<file path="src/rtl/fetch_instr_queue.sv">
// Fetch packet FIFO between the cache controller and decode, with registered stop_fetch
// back-pressure and flush on jump_accept. Optional same-cycle bypass: FETCH_QUEUE_BYPASS_EN.
module fetch_instr_queue #(
    parameter int DEPTH        = 8,
    parameter int DATA_W       = 128,
    parameter int AFULL_MARGIN = 2
) (
    input  logic                     clk,
    input  logic                     rst_n,
    input  logic                     write_fifo,
    input  logic [DATA_W-1:0]        fetch_instr_pc,
    input  logic                     jump_accept,
    input  logic                     rd_ready,
    output logic                     rd_valid,
    output logic [DATA_W-1:0]        rd_data,
    output logic                     stop_fetch,
    output logic [$clog2(DEPTH):0]   count,
    output logic                     overflow_err
);
    localparam int PTR_W = $clog2(DEPTH);
    localparam int CNT_W = PTR_W + 1;
    localparam logic [CNT_W-1:0] FULL_LVL  = CNT_W'(DEPTH);
    localparam logic [CNT_W-1:0] AFULL_LVL = CNT_W'(DEPTH - AFULL_MARGIN);

    logic [DATA_W-1:0] mem [DEPTH];
    logic [PTR_W-1:0]  wr_ptr, rd_ptr;
    logic              empty, full, pop, push, drop, byp_take;
    logic [CNT_W-1:0]  count_next;

    assign empty = (count == '0);
    assign full  = (count == FULL_LVL);

`ifdef FETCH_QUEUE_BYPASS_EN
    logic byp;
    // Empty queue: the incoming packet is shown to decode in the same cycle.
    assign byp      = empty && write_fifo && !jump_accept;
    assign byp_take = byp && rd_ready;
    assign rd_valid = (!empty && !jump_accept) || byp;
    assign rd_data  = byp ? fetch_instr_pc : mem[rd_ptr];
`else
    assign byp_take = 1'b0;
    assign rd_valid = !empty && !jump_accept;
    assign rd_data  = mem[rd_ptr];
`endif

    // pop only ever refers to a stored entry; a bypassed packet never touches storage.
    assign pop  = !empty && !jump_accept && rd_ready;
    assign push = write_fifo && !jump_accept && !byp_take && (!full || pop);
    assign drop = write_fifo && !jump_accept && full && !pop;

    always_comb begin
        count_next = count;
        if (jump_accept)
            count_next = '0;
        else if (push && !pop)
            count_next = count + 1'b1;
        else if (pop && !push)
            count_next = count - 1'b1;
    end

    always_ff @(posedge clk) begin
        if (!rst_n) begin
            wr_ptr       <= '0;
            rd_ptr       <= '0;
            count        <= '0;
            stop_fetch   <= 1'b0;
            overflow_err <= 1'b0;
        end else begin
            count      <= count_next;
            stop_fetch <= (count_next >= AFULL_LVL);
            if (drop)
                overflow_err <= 1'b1;
            if (jump_accept) begin
                wr_ptr <= '0;
                rd_ptr <= '0;
            end else begin
                if (push) wr_ptr <= wr_ptr + 1'b1;
                if (pop)  rd_ptr <= rd_ptr + 1'b1;
            end
        end
    end

    always_ff @(posedge clk) begin
        if (push)
            mem[wr_ptr] <= fetch_instr_pc;
    end

endmodule

</file>
<file path="config.mk">
export PLATFORM = sky130hd
export DESIGN_NAME = fetch_instr_queue
export DESIGN_NICKNAME = d
export VERILOG_FILES = /design/src/rtl/fetch_instr_queue.sv
export SDC_FILE = /design/constraint.sdc
export NUM_CORES = 1
export LEC_CHECK = 0
export BUFFER_PORTS_ARGS = -buffer_cell sky130_fd_sc_hd__buf_4
export CAP_MARGIN = 20
export CORE_MARGIN = 2
export CORE_UTILIZATION = 55
export CTS_CLUSTER_SIZE = 24
export DETAILED_ROUTE_END_ITERATION = 10
export PLACE_DENSITY_LB_ADDON = 0.05
export SLEW_MARGIN = 20
export SYNTH_ARGS = -nofsm -noshare
export SYNTH_HDL_FRONTEND = slang
export SYNTH_SLANG_ARGS = --single-unit
</file>
<file path="constraint.sdc">
create_clock -name clk -period 32.8 [get_ports clk]
set_input_delay 4.92 -clock clk [delete_from_list [all_inputs] [get_ports clk]]
set_output_delay 4.92 -clock clk [all_outputs]
set_load 0.01 [all_outputs]
</file>
After elaboration in Yosys (flattened, before gate mapping)
Memories as Yosys holds them, arrays and structs flattened. A register that Yosys moved wholly into a read port is not among the register bits.
Cells that the tools add are included.
{ "classes": {"order_cmp": 1, "eq_ne": 1, "n_reduce_logical": 16, "n_mux": 7, "bitwise_logic": 1, "add_sub_neg": 4} }
{ "ops": {"columns": ["operator", "n"], "rows": [
  ["two-way mux 4 bit", 3],
  ["logical AND 1 bit", 8],
  ["adder 3 x 1 -> 3 bit (second input constant)", 2],
  ["two-way mux 3 bit", 2],
  ["logical NOT 1 bit", 5],
  ["adder 4 x 1 -> 4 bit (second input constant)", 1],
  ["== test 4 bit (second input constant)", 1],
  [">= comparator 4 x 3 -> 1 bit (second input constant)", 1],
  ["logical NOT 4 bit", 1],
  ["subtractor 4 x 1 -> 4 bit (second input constant)", 1],
  ["two-way mux 1 bit", 2],
  ["OR reduction 2 bit", 1],
  ["logical OR 1 bit", 1],
  ["NOT 1 bit", 1]
]} }
{ "totals": {"word_cells": 36, "output_inout_bits": 135, "input_bits": 133, "reg_bits": 12, "ram_bits": 1024, "mem_count": 1} }
{ "memory_table": {"columns": ["name", "words", "word_bits", "read_ports", "rd_clocked_by_memory_dff", "wr", "line", "rtl"], "rows": [
  ["mem", 8, 128, 1, 1, 1, "25", "logic [DATA_W-1:0] mem [DEPTH];"]
]} }

Longest topological paths before layout
{ "logic_depth": {"depth_word": 12, "mapped_depth": 7, "depth_no_buf": 7} }

Worst setup path before layout
No wires, ideal clock.
{ "synth_timing": {"path_type": "input to register", "startpoint": "input write_fifo", "endpoint": "memory mem[0][0] (enable)", "n_path_buf": 1, "arrival_ps": 17419, "setup_slack_ps": 14453, "setup_ps": 928, "path_stages": 4, "t_required_ps": 31872, "path_cell_list": "buf_2 -> nor2b_4 -> nand2b_4 -> nor4_1"} }
{ "synth_between": {"elab_chain_len": 4} }
{ "synth_rtl": {"columns": ["element", "line", "rtl"], "rows": [
  ["start: declaration", "10", "input logic write_fifo,"],
  ["logical AND 1 bit (2 in series)", "48", "assign push = write_fifo && !jump_accept && !byp_take && (!full || pop);"],
  ["two-way mux 1 bit", "84", "if (push)"],
  ["two-way mux 1 bit (not written as such)", "85", "mem[wr_ptr] <= fetch_instr_pc;"],
  ["end: declaration", "25", null]
]} }
Every way passes these cells.

Final worst setup path
{ "layout_timing": {"startpoint": "input jump_accept", "endpoint": "output rd_valid"} }
{ "layout_between": {"elab_chain_len": 2} }
{ "layout_rtl": {"columns": ["element", "line", "rtl"], "rows": [
  ["start: declaration", "12", "input logic jump_accept,"],
  ["logical NOT 1 bit", "42", "assign rd_valid = !empty && !jump_accept;"],
  ["logical AND 1 bit", "42", null],
  ["end: declaration", "14", "output logic rd_valid,"]
]} }
Every way passes these cells.

==> flow_summary.yaml <==
place:
  dp_cells: 2740
  io_buffer_count: 267
  post-place-ws_ps: 22580
  dp_hpwl_mm: 39.3
  dpl_cell_area_sq_um: 42500
  globalplace.congestion: 0.725
drt:
  drt_iter0_drc: 1212
  routed_via_density: 5.87
  routedWlPerCell_microns: 26.3
  num_vias: 17200
  antenna_left: 0
  drt-pass1-iter-count: 5
  remaining_drc_errors: 0
  drt-total-wl_mm: 77.2
clock_network:
  clk_pin_slew_ps: 60
  cts_hold_buf: 0
  postCtsSetupRepairBufs: 0
  numCtsBuffers: 103
  clk_latency_ps: 640
  ctsLongestPathBuffers: 3
  cts_tree: "yes"
  clockRootBuffer: "clkbuf_16"
  ctsResizeCount: 0
  clock-sinks: 1039
  cts.htree.levels: 3
global_route:
  grt_pass1_wl_mm: 115
  antenna_found_initial: 7
  gr-usage-all-layers_pct: 21.1
  grt_pass1_vias: 18500
  overflow: 0
  grt_max_degree: 150
timing:
  worstMarginPinSlew_ps: 1120
  hold_viol: 0
  setup_viol: 0
  fmax_ghz: 0.0978
  finalCriticalPeriod_ps: 10230
  setup_tns_ps: 0
  slew_viol_final: 0
  fin_ws_ps: 22570
  post-route-period-util_pct: 31.2
  rsz0062_at_grt: "false"
  skew_ps: 16.5
  slew_headroom_pct: 25.4
pwr:
  cellPowerDensity_nw_per_um2: 58.9
  p_sw_uw: 517
  sw_frac_of_total_pct: 19.1
  power_uw: 2700
  power.internal_uw: 2180
  power.leakage_uw: 0.0146
  vdd_drop_max_mv: 0.0505
  clockPowerShare_pct: 42.5
  power_frac_comb_pct: 3.0
  seqPwrFrac_pct: 54.5
synthesis:
  syn_inst: 1569
  synth_top_family_by_area: "multiplexers"
  synthMostInstantiatedCell: "edfxtp_1"
  synth.top_cell.area_share_pct: 77.5
  synth_common_cells: "edfxtp_1 (1,024), mux4_2 (191), mux2_2 (128), mux4_1 (65), buf_8 (18)"
  synth_simple_gate_area_share_pct: 0.552
  synth_nets: 1706
  synth_area_leaders: "edfxtp_1 (77%), mux4_2 (11%), mux4_1 (4.3%), mux2_2 (3.6%), dfxtp_1 (0.76%)"
  ys_ff_latch: 1039
  synth_xor_area_share_pct: 0.154
  synth_sequential_area_ratio_pct: 78.2
  synthAdderAreaFrac_pct: 0.126
  syn_area_sq_um: 39700
  avgSynthCellArea_sq_um: 25.3
  synthMuxAreaShare_pct: 18.8
  synth_enable_flop_cells: 1024
  synth_top_area_cell: "edfxtp_1"
  async_flop_share_pct: 0
  yosysWarnings: 0
  synth_compound_area_share_pct: 0.224
  synth-main-ff-cell: "edfxtp_1"
  synth_cell_type_count: 40
layout:
  fill_cells: 4769
  final_cell_count_no_fill: 2932
  antennaDiodeCount: 0
  final_cell_area_sq_um: 45800
  seqCellArea_sq_um: 31100
  nets: 2033
  drive_above_1_share_pct: 39.2
  syn_to_final_growth_pct: 15.5
  multi_input_area_sq_um: 7950
worst_hold_path:
  worstHoldPathType: "reg -> reg"
floorplanning:
  start_util_pct: 55.5
  fp.coreArea_sq_um: 71500
  dieArea_sq_um: 74300
  die-width_microns: 273
  ioPinCount: 268
  dieHeight_microns: 273
  rows: 98
critical_path:
  r2r-end: "mem[4][78]"
  start_kind: "input pin"
  path_class: "in -> out"
  rr_worst_depth: 7
  critical_path_arrival_ps: 5310
  critical_path.max_fanout: 5
  cp-endpoint: "rd_valid"
  critPathRequiredTime_ps: 27880
  cp-startpoint: "jump_accept"
  rrSetupSlack_ps: 28980
  end_kind: "output port"
  r2r-start: "count[0]"
flow_run:
  maxCapViolCount: 0
status:
  status: "completed"
through the flow:
| stage | hold WS (ps) | utilization (%) |
|---|---|---|
| after floorplan | 485 | - |
| after global placement | 489 | 59.4 |
| after detailed placement | 500 | 59.4 |
| after CTS | 518 | 64.1 |
| after global routing | 544 | 64.1 |
| final | 504 | 64.1 |
power groups by stage:
stage                     Combinational (uW)  Clock, uW  Sequential (uW)
final                                   81.5       1150             1470
after global routing                    88.6       1220             1470
after CTS                               83.2       1170             1470
after detailed placement                82.9          0             1500
after global placement                  80.3          0             1500
after floorplan                         35.3          0             1500
how the worst min path moves through the flow:
stage	to	start	cells past startpoint	slack, ps
6_report	overflow_err	overflow_err	2	500
5_1_grt	overflow_err	overflow_err	2	540
4_1_cts	overflow_err	overflow_err	2	520
3_3_place_gp	overflow_err	overflow_err	2	490
3_5_place_dp	overflow_err	overflow_err	2	500
2_1_floorplan	flip-flop	rd_ptr[2]	2	480
critical path, stage by stage:
cell     delay, ps
buf_4          130
a21oi_1        120
buf_4          140
cell type report:
cell class	count	share of cell area (%)
tap	950	2.59
inverter	5	0.0409
sequential	1039	67.8
timing repair buffer	296	5.01
multi-input combinational	451	17.3
clock buffer	127	5.96
clock inverter	64	1.28
layout by cell type (no fill, tap or decap), drive strengths merged, types with 7 or more instances in the layout:
master	netlist	routed
clkbuf	27	127
nor2	12	12
bufinv	0	11
clkinv	0	51
inv	5	7
buf	47	296
edfxtp	1024	1024
mux2	128	128
dfxtp	15	15
nand2	7	7
mux4	256	256
nor3	7	7
sequential cells by signal, indices dropped and copies added (netlist names), named ones only:
register / count
mem: 1024
count: 4
rd_ptr: 3
wr_ptr: 3
overflow_err: 1
stop_fetch: 1
cells by family after synthesis:
group | count (synthesis)
flip-flops | 1039
buffers and inverters | 79
AND/OR/NAND/NOR | 40
XOR/XNOR | 7
AO/OA/AOI/OAI | 13
adder cells (fa/ha/maj) | 4
multiplexers | 387
metal layers:
metal	part of all wire, %	vias to the layer above	global-route usage (%)
li1	-	7459	-
met1	42	9224	28.6
met2	51	394	35.1
met3	6.1	111	4.83
met4	1.7	14	5.22
met5	0.12	-	0
Note: power is estimated with default switching activity, not from simulation.
